===== config.mk =====
export PLATFORM = sky130hd
export DESIGN_NAME = sdpb_stream_reader
export DESIGN_NICKNAME = d
export VERILOG_FILES = /design/src/rtl/sdpb_reader_pkg.sv /design/src/rtl/sdpb_reader_fifo.sv /design/src/rtl/sdpb_stream_reader.sv
export SDC_FILE = /design/constraint.sdc
export NUM_CORES = 1
export LEC_CHECK = 0
export CAP_MARGIN = 20
export CELL_PAD_IN_SITES_DETAIL_PLACEMENT = 1
export CELL_PAD_IN_SITES_GLOBAL_PLACEMENT = 2
export CORE_UTILIZATION = 38
export CTS_BUF_LIST = sky130_fd_sc_hd__clkbuf_16
export CTS_CLUSTER_DIAMETER = 150
export DETAILED_ROUTE_END_ITERATION = 16
export PLACE_DENSITY_LB_ADDON = 0.15
export SYNTH_ARGS = -nofsm -noshare
export SYNTH_HDL_FRONTEND = slang
export SYNTH_SLANG_ARGS = --single-unit

===== constraint.sdc =====
create_clock -name clk -period 3.25 [get_ports clk]
set_input_delay 0.8125 -clock clk [delete_from_list [all_inputs] [get_ports clk]]
set_output_delay 0.8125 -clock clk [all_outputs]
set_load 0.03 [all_outputs]

===== src/rtl/sdpb_reader_pkg.sv =====
// rtl/sdpb_reader_pkg.sv - shared types and width helpers for the frame-buffer stream reader
package sdpb_reader_pkg;

  typedef enum logic [1:0] {
    IDLE  = 2'd0,
    ISSUE = 2'd1,
    DRAIN = 2'd2,
    DONE  = 2'd3
  } state_t;

  function automatic int addr_width(input int depth);
    return (depth > 1) ? $clog2(depth) : 1;
  endfunction

  // Length must represent a full-buffer transfer, hence one bit wider than the address.
  function automatic int len_width(input int depth);
    return addr_width(depth) + 1;
  endfunction

endpackage


===== src/rtl/sdpb_reader_fifo.sv =====
// rtl/sdpb_reader_fifo.sv - show-ahead output FIFO with occupancy count
module sdpb_reader_fifo #(
  parameter int FIFO_DEPTH   = 4,
  parameter int DATA_WIDTH_B = 32,
  localparam int PW = (FIFO_DEPTH > 1) ? $clog2(FIFO_DEPTH) : 1,
  localparam int CW = $clog2(FIFO_DEPTH + 1)
) (
  input  logic                    clk,
  input  logic                    reset,
  input  logic                    wr_en,
  input  logic [DATA_WIDTH_B-1:0] wr_data,
  input  logic                    rd_en,
  output logic [DATA_WIDTH_B-1:0] rd_data,
  output logic                    empty,
  output logic [CW-1:0]           count
);

  logic [DATA_WIDTH_B-1:0] mem [FIFO_DEPTH];
  logic [PW-1:0]           wr_ptr;
  logic [PW-1:0]           rd_ptr;
  logic                    do_rd;
  logic                    full;

  function automatic logic [PW-1:0] bump(input logic [PW-1:0] p);
    return (p == PW'(FIFO_DEPTH - 1)) ? '0 : p + PW'(1);
  endfunction

  assign empty   = (count == '0);
  assign full    = (count == CW'(FIFO_DEPTH));
  assign do_rd   = rd_en && !empty;
  assign rd_data = mem[rd_ptr];

  always_ff @(posedge clk) begin
    if (wr_en) begin
      mem[wr_ptr] <= wr_data;
    end
  end

  always_ff @(posedge clk) begin
    if (reset) begin
      wr_ptr <= '0;
      rd_ptr <= '0;
      count  <= '0;
    end else begin
      // Credit-based issue upstream guarantees a free slot for every write.
      assert (!(wr_en && full));
      if (wr_en) begin
        wr_ptr <= bump(wr_ptr);
      end
      if (do_rd) begin
        rd_ptr <= bump(rd_ptr);
      end
      case ({wr_en, do_rd})
        2'b10:   count <= count + CW'(1);
        2'b01:   count <= count - CW'(1);
        default: count <= count;
      endcase
    end
  end

endmodule


===== src/rtl/sdpb_stream_reader.sv =====
// rtl/sdpb_stream_reader.sv - walks a word range of BRAM port B and streams it out with valid/ready
module sdpb_stream_reader
  import sdpb_reader_pkg::*;
#(
  parameter int ADDRESS_DEPTH_B = 512,
  parameter int DATA_WIDTH_B    = 32,
  parameter int READ_LATENCY    = 2,
  parameter int FIFO_DEPTH      = 4,
  localparam int AW = addr_width(ADDRESS_DEPTH_B),
  localparam int LW = len_width(ADDRESS_DEPTH_B)
) (
  input  logic                    clk,
  input  logic                    reset,
  input  logic                    start,
  input  logic [AW-1:0]           base_addr,
  input  logic [LW-1:0]           length,
  output logic                    busy,
  output logic                    done,
  output logic                    ceb,
  output logic [AW-1:0]           adb,
  output logic                    oce,
  output logic                    resetb,
  input  logic [DATA_WIDTH_B-1:0] bram_dout,
  output logic [DATA_WIDTH_B-1:0] m_data,
  output logic                    m_valid,
  input  logic                    m_ready,
  output logic                    m_last
);

  localparam int CW = $clog2(FIFO_DEPTH + 1);

  state_t                  state;
  state_t                  state_nx;
  logic [AW-1:0]           rd_addr;
  logic [LW-1:0]           len_q;
  logic [LW-1:0]           issued;
  logic [LW-1:0]           delivered;
  logic [LW-1:0]           last_idx;
  logic [READ_LATENCY-1:0] rd_pipe;
  logic [CW-1:0]           occupancy;
  logic [DATA_WIDTH_B-1:0] fifo_head;
  logic                    fifo_empty;
  logic                    accept;
  logic                    issue;
  logic                    pop;
  logic                    credit_ok;
  int                      inflight;

  assign accept   = (state == IDLE) && start;
  assign last_idx = len_q - LW'(1);
  assign pop      = m_valid && m_ready;

  // Registered counts only: a word popped this cycle frees its credit next cycle.
  always_comb begin
    inflight = 0;
    for (int i = 0; i < READ_LATENCY; i++) begin
      inflight = inflight + int'(rd_pipe[i]);
    end
  end

  assign credit_ok = (inflight + int'(occupancy)) < FIFO_DEPTH;

  always_ff @(posedge clk) begin
    if (reset) begin
      state <= IDLE;
    end else begin
      state <= state_nx;
    end
  end

  always_comb begin
    state_nx = state;
    issue    = 1'b0;
    case (state)
      IDLE: begin
        if (start) begin
          state_nx = (length == '0) ? DONE : ISSUE;
        end
      end
      ISSUE: begin
        if ((issued < len_q) && credit_ok) begin
          issue = 1'b1;
          if (issued == last_idx) begin
            state_nx = DRAIN;
          end
        end
      end
      DRAIN: begin
        if (pop && (delivered == last_idx)) begin
          state_nx = DONE;
        end
      end
      DONE: begin
        state_nx = IDLE;
      end
      default: begin
        state_nx = IDLE;
      end
    endcase
  end

  always_ff @(posedge clk) begin
    if (reset) begin
      rd_addr   <= '0;
      len_q     <= '0;
      issued    <= '0;
      delivered <= '0;
      rd_pipe   <= '0;
    end else begin
      // Valid shift register mirrors the BRAM pipeline; its tail marks dout as a real read.
      rd_pipe[0] <= issue;
      for (int i = 1; i < READ_LATENCY; i++) begin
        rd_pipe[i] <= rd_pipe[i-1];
      end
      if (accept) begin
        rd_addr   <= base_addr;
        len_q     <= length;
        issued    <= '0;
        delivered <= '0;
      end
      if (issue) begin
        rd_addr <= (rd_addr == AW'(ADDRESS_DEPTH_B - 1)) ? '0 : rd_addr + AW'(1);
        issued  <= issued + LW'(1);
      end
      if (pop) begin
        delivered <= delivered + LW'(1);
      end
    end
  end

  sdpb_reader_fifo #(
    .FIFO_DEPTH  (FIFO_DEPTH),
    .DATA_WIDTH_B(DATA_WIDTH_B)
  ) u_fifo (
    .clk    (clk),
    .reset  (reset),
    .wr_en  (rd_pipe[READ_LATENCY-1]),
    .wr_data(bram_dout),
    .rd_en  (pop),
    .rd_data(fifo_head),
    .empty  (fifo_empty),
    .count  (occupancy)
  );

  assign busy    = (state != IDLE);
  assign done    = (state == DONE);
  assign ceb     = issue;
  assign adb     = rd_addr;
  assign oce     = !reset;
  assign resetb  = reset;
  assign m_valid = !fifo_empty;
  assign m_data  = m_valid ? fifo_head : '0;
  assign m_last  = m_valid && (delivered == last_idx);

endmodule

**Word level (Yosys, flattened, before mapping)**

Memory sizes are Yosys's and may differ from the RTL's. A register that Yosys moved wholly into a read port is not among the register bits.
Cells that the tools add are included.

- Register bits: 50
- RAM bits: 128
- Logic and storage cells: 74
- Memories kept: 1

Memories:

| name | words | width | rd ports | clocked after memory_dff | wr ports | line | source |
|---|---|---|---|---|---|---|---|
| u_fifo.mem | 4 | 32 | 1 | 1 | 1 | sdpb_reader_fifo.sv:18 | `logic [DATA_WIDTH_B-1:0] mem [FIFO_DEPTH];` |

- Add/sub/neg operators: 10
- $lt $le $gt $ge: 2
- Eq/ne operators: 14
- Multiplexer cells: 22
- Reductions and logical operators: 16

Operator list:

| kind | count |
|---|---|
| 2-to-1 mux 32 bit | 1 |
| 2-to-1 mux 10 bit | 3 |
| 2-to-1 mux 9 bit | 3 |
| adder 10 x 1 -> 10 bit, second input constant | 2 |
| == test 10 bit | 2 |
| 2-to-1 mux 2 bit | 9 |
| == test 2 bit, second input constant | 5 |
| logical NOT 10 bit | 1 |
| less-than comparator 10 bit | 1 |
| subtractor 10 x 1 -> 10 bit, second input constant | 1 |
| adder 9 x 1 -> 9 bit, second input constant | 1 |
| == test 9 bit, second input constant | 1 |
| != test 2 bit, second input constant | 4 |
| case mux 2 bit (4 select lines) | 1 |
| nonzero test 2 bit | 4 |
| logical AND 1 bit | 6 |
| case mux 3 bit (2 select lines) | 1 |
| adder 2 x 1 -> 2 bit, second input constant | 2 |
| adder 2 x 3 -> 4 bit | 1 |
| == test 2 x 1 -> 1 bit, second input constant | 2 |
| less-than comparator 4 x 3 -> 1 bit, second input constant | 1 |
| 2-to-1 mux 1 bit | 4 |
| AND reduction 4 bit | 1 |
| adder 3 x 1 -> 3 bit, second input constant | 1 |
| other kinds (5) | 6 |

**Longest topological paths before layout**

Gate-level depths: netlist (run 1).

- Depth after elaboration: 7
- Depth in mapped cells: 12
- Mapped depth without buffers: 10

**By module**

From an unflattened synthesis (run 1), not the netlist that was laid out.

- Cells, all modules: 627
- Area total of the unflattened synthesis: 8,281.7 um2

Modules (own cells, without submodules):

| module | times used | cells each | area an instance (um2) | sequential area each (um2) |
|---|---|---|---|---|
| sdpb_reader_fifo | 1 | 215 | 5,111.2 | 4,023.9 |
| sdpb_stream_reader | 1 | 412 | 3,170.5 | 860.8 |

**Least setup slack after synthesis (run 1)**

Ideal clock, no wire load.

- Path kind: flip-flop to output port
- Start: reg len_q[0]
- End: out m_last
- Data arrival time: 2,645 ps
- Path slack: -208 ps
- Cell stages (with the launch flop): 7
- Buffers on the path: 0
- Cells stage by stage: dfxtp_1 -> or4_4 -> nor4_4 -> o21ai_1 -> nor4_1 -> nand3_1 -> nor4_1

- Cells in the longest elaborated chain, start to end: 3

Ends and longest elaborated chain:

| what | line | source |
|---|---|---|
| start: declaration | sdpb_stream_reader.sv:35 | `logic [LW-1:0] len_q;` |
| start signal: assignment | sdpb_stream_reader.sv:117 | `len_q <= length;` |
| subtractor 10 x 1 -> 10 bit | sdpb_stream_reader.sv:50 | `assign last_idx = len_q - LW'(1);` |
| == test 10 bit | sdpb_stream_reader.sv:153 | `assign m_last = m_valid && (delivered == last_idx);` |
| logical AND 1 bit | sdpb_stream_reader.sv:153 |  |
| end: declaration | sdpb_stream_reader.sv:27 | `output logic m_last` |

No other way between the ends.

**Worst setup path after layout (run 1)**

- Start: reg len_q[2]
- End: out m_last

The elaborated chain is that of the path after synthesis.

==> results.cfg, run 1 <==
[outcome]
outcome = finished with violations
violations = setup timing

[logic_synthesis]
synth-seq-cells = 180
ys_seq_area_frac = 0.592
synth.net_count = 721
synthArstFlopShare = 0
synthesis.area_um2 = 8250
yosysWarnings = 0
synth.distinct_cells = 57
syn-instance-count = 638
synth_edf_count = 128
syn_area_per_cell_um2 = 12.9
ys.flop_type = edfxtp_1

[clocking]
htree_levels = 4
insertion_delay_ns = 0.43
numCtsBuffers = 17
clkSlewWorstSetupHoldPaths_ns = 0.07
cts_root_buffer = clkbuf_16
cts_sinks = 180
cts_buffer_depth = 2
cts_tree = built

[route]
drt_iter0_markers = 215
wire_per_inst_um = 19.2
drt-vias-per-instance = 5.27
drt_first_pass_iters = 4
routed_wl_um = 19900
antenna_left = 0
vias = 5479
drcViolationCount = 0

[sta]
tightest_slew_ns = 0.964
maxSlewHeadroom = 0.357
period_share = 1.02
skew_ns = 0.00773
final.min_clock_period_ns = 3.32
setup_viol = 1
rsz0062_at_grt = true
hold_violations = 0
tns_ns = -0.0744
max_freq_mhz = 301
whs_ns = 0.468
drv_slew = 0
timing.final.ws_setup_ns = -0.0744

[grt]
antenna_found_initial = 0
first_global_vias = 6015
grt_first_pass_wirelength_um = 31500
grt_max_degree = 49
grt_usage = 0.187
overflow = 0

[layout]
most-common-layout-cells = edfxtp_1 (128), clkdlybuf4s50_1 (97), nand2_1 (49)
final.fill_count = 2146
stdcell_area_um2 = 10400
area_delta_synth_final_pct = 26.4
final_layout_size_suffix_gt1_frac = 0.165
finalNetCount = 834
diodes = 0
final_common_cell = edfxtp_1

[placement]
dp_hpwl_um = 13100
placed_area_um2 = 9650
pre_cts_ws_ns = -0.00908
place.gp.congestion = 0.870
portBuffers = 102

[job]
maxCapViolCount = 0

[critical_path]
cp.required_ns = 2.44
endpoint_kind = primary output
ff2ff_path_depth = 13
critPathMaxFanout = 6
reg2reg_slack_ns = 0.63
worstReg2RegEnd = issued[3]$_SDFFE_PP0P_
cp.arrival_ns = 2.51
reg2reg_from = len_q[4]$_SDFFE_PP0P_
crit_path_start_kind = flip-flop
crit_type = flip-flop to primary output

[min_path]
whs_endpoint = rd_pipe[1]$_SDFF_PP0_
hold_path.class = flip-flop to flip-flop
min-delay-start = rd_pipe[0]$_SDFF_PP0_
holdPathStages = 1

[floorplan]
core_area_um2 = 21200
die_h_um = 149
start_util = 0.390
die_area_um2 = 22300
io_pins = 103
die_w_um = 149
rows = 53

[power]
irDropWorstVdd_uv = 467
power_per_cell_area_nw_per_um2 = 701
p_leak_nw = 3.58
total_power_mw = 7.30
-- worst max-delay path: stages (launching register included) --
cell,delay [ns]
dfxtp_1,0.32
or4_4,0.60
nor4_4,0.20
o21ai_1,0.12
nor4_2,0.22
nand3_1,0.18
nor4_4,0.27
buf_6,0.17
-- layer usage --
metal / vias up / GRT usage / share of wire
met5: - / 0 / 0
li1: 2593 / - / -
met2: 98 / 0.314 / 0.49
met3: 20 / 0.0382 / 0.041
met4: 0 / 0.0541 / 0.012
met1: 2768 / 0.244 / 0.46
-- cells in the mapped netlist (12+ instances only) --
cell / number / area share
o21ai_0: 15 / 0.0091
ha_1: 27 / 0.041
dfxtp_1: 52 / 0.13
and3_1: 16 / 0.012
a21oi_1: 42 / 0.025
xor2_1: 12 / 0.013
nand3_1: 13 / 0.0079
nor2b_1: 37 / 0.028
inv_1: 23 / 0.010
nor2_1: 42 / 0.019
mux4_2: 32 / 0.087
edfxtp_1: 128 / 0.47
nand2_1: 49 / 0.022
clkbuf_1: 23 / 0.010
xnor2_1: 14 / 0.015
-- layout make-up --
class	count	area [µm²]	share of cell area
Sequential cell	180	4900	0.470
Multi-Input combinational cell	398	3170	0.304
Timing Repair Buffer	128	1280	0.123
Clock buffer	17	425	0.0408
Tap cell	275	344	0.0330
Clock inverter	15	203	0.0194
Inverter	26	97.6	0.00936
-- per-stage QoR --
| step | cells | utilization |
|---|---|---|
| after floorplan | 638 | - |
| after global placement | 998 | 0.456 |
| after detailed placement | 998 | 0.456 |
| after CTS | 1038 | 0.490 |
| after global routing | 1039 | 0.493 |
| final | 1039 | 0.493 |
-- registers in the layout, indices dropped and copies added, names as in the netlist, named ones only --
register and count:
adb 9, u_fifo.mem 128, state 2, u_fifo.wr_ptr 2
u_fifo.count 3, issued 10, u_fifo.rd_ptr 2, delivered 10
len_q 10, rd_pipe 2
-- worst max-delay path by stage --
stage | to | slack, ns | start
global placement | m_last | 0.05 | len_q[0]$_SDFFE_PP0P_
CTS | m_last | -0.13 | len_q[1]$_SDFFE_PP0P_
detailed placement | m_last | -0.009 | len_q[0]$_SDFFE_PP0P_
floorplan | m_last | 0.11 | len_q[0]$_SDFFE_PP0P_
finish | m_last | -0.07 | len_q[2]$_SDFFE_PP0P_
global route | m_last | -0.30 | len_q[1]$_SDFFE_PP0P_
-- cells by family after synthesis --
logic type / after synthesis / share of synthesized area
simple gates: 212 / 0.141
buf+inv: 60 / 0.0299
compound gates: 94 / 0.0707
mux: 38 / 0.0954
fa+ha+maj: 28 / 0.0434
xor+xnor: 26 / 0.0276
flops: 180 / 0.592
-- power by group --
| group | internal (mW) | switching [mW] |
|---|---|---|
| registers | 2.59 | 0.152 |
| clock network | 1.19 | 0.987 |
| logic | 1.04 | 1.35 |
-- what timing repair did --
item,in CTS,in global routing
cloned,0,1
endpoints found under the setup margin,2,13
gates resized for setup,12,8
pin swaps,6,0
hold buffers,0,0
setup buffers,8,0
(Power assumes the default switching activity.)
==> run 2, diff against run 1 <==
Settings changed: CTS_CLUSTER_DIAMETER 150 to 60.
==> results of run 2 <==
No change in the layout: final DEF, timing and power equal those of run 1.
==> RTL change: new RTL, config.mk and constraints of run 1 <==
Reset style: asynchronous (`reset`), changed in 3 clocked blocks.
--- a/src/rtl/sdpb_reader_fifo.sv
+++ b/src/rtl/sdpb_reader_fifo.sv
@@ -37,5 +37,5 @@
   end
 
-  always_ff @(posedge clk) begin
+  always_ff @(posedge clk or posedge reset) begin
     if (reset) begin
       wr_ptr <= '0;
--- a/src/rtl/sdpb_stream_reader.sv
+++ b/src/rtl/sdpb_stream_reader.sv
@@ -61,5 +61,5 @@
   assign credit_ok = (inflight + int'(occupancy)) < FIFO_DEPTH;
 
-  always_ff @(posedge clk) begin
+  always_ff @(posedge clk or posedge reset) begin
     if (reset) begin
       state <= IDLE;
@@ -100,5 +100,5 @@
   end
 
-  always_ff @(posedge clk) begin
+  always_ff @(posedge clk or posedge reset) begin
     if (reset) begin
       rd_addr   <= '0;
Behaviour: differs if reset is asserted again (counterexample within 4 cycles, from zero or initial values and one cycle with reset high); with reset held inactive, the same outputs for 10 cycles.
==> RTL change against run 1 <==
Final cell count shrank 4.8%. Wire length shrank 6.3%. Total power grew 31%. Synthesized cell count shrank 9.9%. Setup slack lost 220 ps. Synthesized area shrank 0.20%. Non-clock buffer count grew 5. Design area shrank 1.3%. Worst hold slack lost 77 ps. Sequential share of layout area grew 2.5 points. Core utilization shrank 0.63 points. Sequential power grew 15%. Count of clock-buffer cells in the layout is the same. Sequential cell count shrank 2. The flow still finishes with violations (negative setup slack).
==> RTL change: results (changes against run 1) <==
Status:
- The run finished, with violations left.
- The checks that failed: negative setup slack.

Detailed routing:
- The wire length on met1 was 8.20 mm (-10%).
- The met3 routed wirelength was 550 um (-33%).
- The via density per instance is 5.20 (-1.5%).
- The routed wire length per instance was 18.9 um (-1.5%).
- The total wire length is 18.7 mm (-6.3%).
- The met2 wire length was 9.75 mm (+0.47%).

Layout:
- The number of combinational gates with multiple inputs came to 342 (-14%).
- The register share of the cell area came to 49.5% (+2.5 points).
- The count of flip-flops and latches was 178 (-1.1%).
- The filler cell count is 2147 (+0.047%).
- The final net count was 784 (-6.0%).
- The number of ordinary inverters in the final layout is 29 (+12%).
- The share of final-layout standard cells stronger than drive strength 1 is 22.3% (+5.8 points).
- The number of non-clock buffers came to 133 (+3.9%).
- The area taken by multi-input logic gates is 0.00297 mm^2 (-6.4%).
- The clock-cell share of area is 5.76% (-0.26 points).

Synth:
- The commonest cells after synthesis are 128 x edfxtp_1, 50 x dfrtp_1, 42 x o21ai_0, 38 x and2_1.
- Sorting the synthesized cells by area gives the leading types as edfxtp_1 47%, dfrtp_1 15%, mux4_2 8.8%, ha_1 4.1%, and2_1 2.9%.
- The fraction of the yosys area taken by sequential cells is 61.9% (+2.7 points).
- The average footprint of a synthesized cell is 14.3 um^2 (+11%).
- The number of unique standard cell types used by synthesis is 52 (-8.8%).

Worst setup path:
- The delay of the slowest critical-path stage is 540 ps (-60 ps).
- The depth of the worst register-to-register path was 9 (-4).
- The largest driver fanout on the critical path is 2 (-4).
- The reg2reg setup slack is 300 ps (-330 ps).
- The worst register-to-register path ends at state[1].
- The worst register-to-register path begins at len_q[5].
- The critical path data arrival time is 2730 ps (+220 ps).

Pwr:
- The total net switching power is 3660 uW (+47%).
- The maximum vdd drop came to 425 uV (-9.0%).
- The leakage power total is 0.00387 uW (+7.9%).
- The design internal power is 5890 uW (+22%).
- The part of the total power dissipated in combinational logic was 45.7% (+13 points).

GRT:
- The first-pass GRT wire length was 29.6 mm (-6.0%).
- The met2 global-route usage is 31.7% (+0.26 points).
- The global-route met1 utilization came to 22.0% (-2.4 points).
- The number of global-route vias before repair came to 5532 (-8.0%).
- The largest net degree at the start of global routing came to 51 (+4.1%).

Hold path:
- The endpoint of the worst hold path is rd_pipe[1].
- The worst hold path begins at rd_pipe[0].
- The number of cells traversed by the worst hold path was 0 (-1).

Timing:
- The setup slack after layout was -295 ps (-220 ps).
- The summed negative setup slack over all endpoints is -295 ps (-220 ps).
- The slew at the pin closest to its max-slew limit is 905 ps (-58.9 ps).
- The final worst clock skew came to 14.0 ps (+6.26 ps).
- The number of endpoints failing setup at the final stage is 1 (unchanged).
- The relative slew slack came to 39.6% (+3.9 points).

Placed design:
- The number of cells in the design after placement was 952 (-4.6%).
- The post-detailed-placement half-perimeter wirelength is 12.8 mm (-1.9%).
- The post-placement worst setup slack came to 74.6 ps (+83.7 ps).
## RTL change: metrics by stage
stage                     cell area, um^2  hold slack (ps)  utilization [%]
after global placement               9630              385             45.5
after global routing                10300              406             48.6
after detailed placement             9630              376             45.5
final                               10300              391             48.6
after floorplan                      8240              360                -
after CTS                           10300              394             48.5
## RTL change: timing repair
item / CTS / global route
setup buffers: 4 / 1
resized for setup: 2 / 8
endpoints found under the setup margin: 2 / 2
pin swaps: 2 / 6
cloned: 0 / 0
## RTL change: cell families (layout without fill, tap and decap cells)
family	after synthesis	count (layout)	synth area share (%)
compound gates	86	86	6.43
xor+xnor	25	25	3.50
fa+ha+maj	28	28	4.35
buf+inv	55	194	2.60
flops	178	178	61.9
mux	48	48	10.9
simple gates	155	155	10.4
## RTL change: worst max-delay path, delay by kind of cell, from the launching register on
kind | cells | cell delay, ps
AND/OR/NAND/NOR | 4 | 1500
flip-flops | 1 | 390
AO/OA/AOI/OAI | 1 | 240
buffers and inverters | 1 | 170
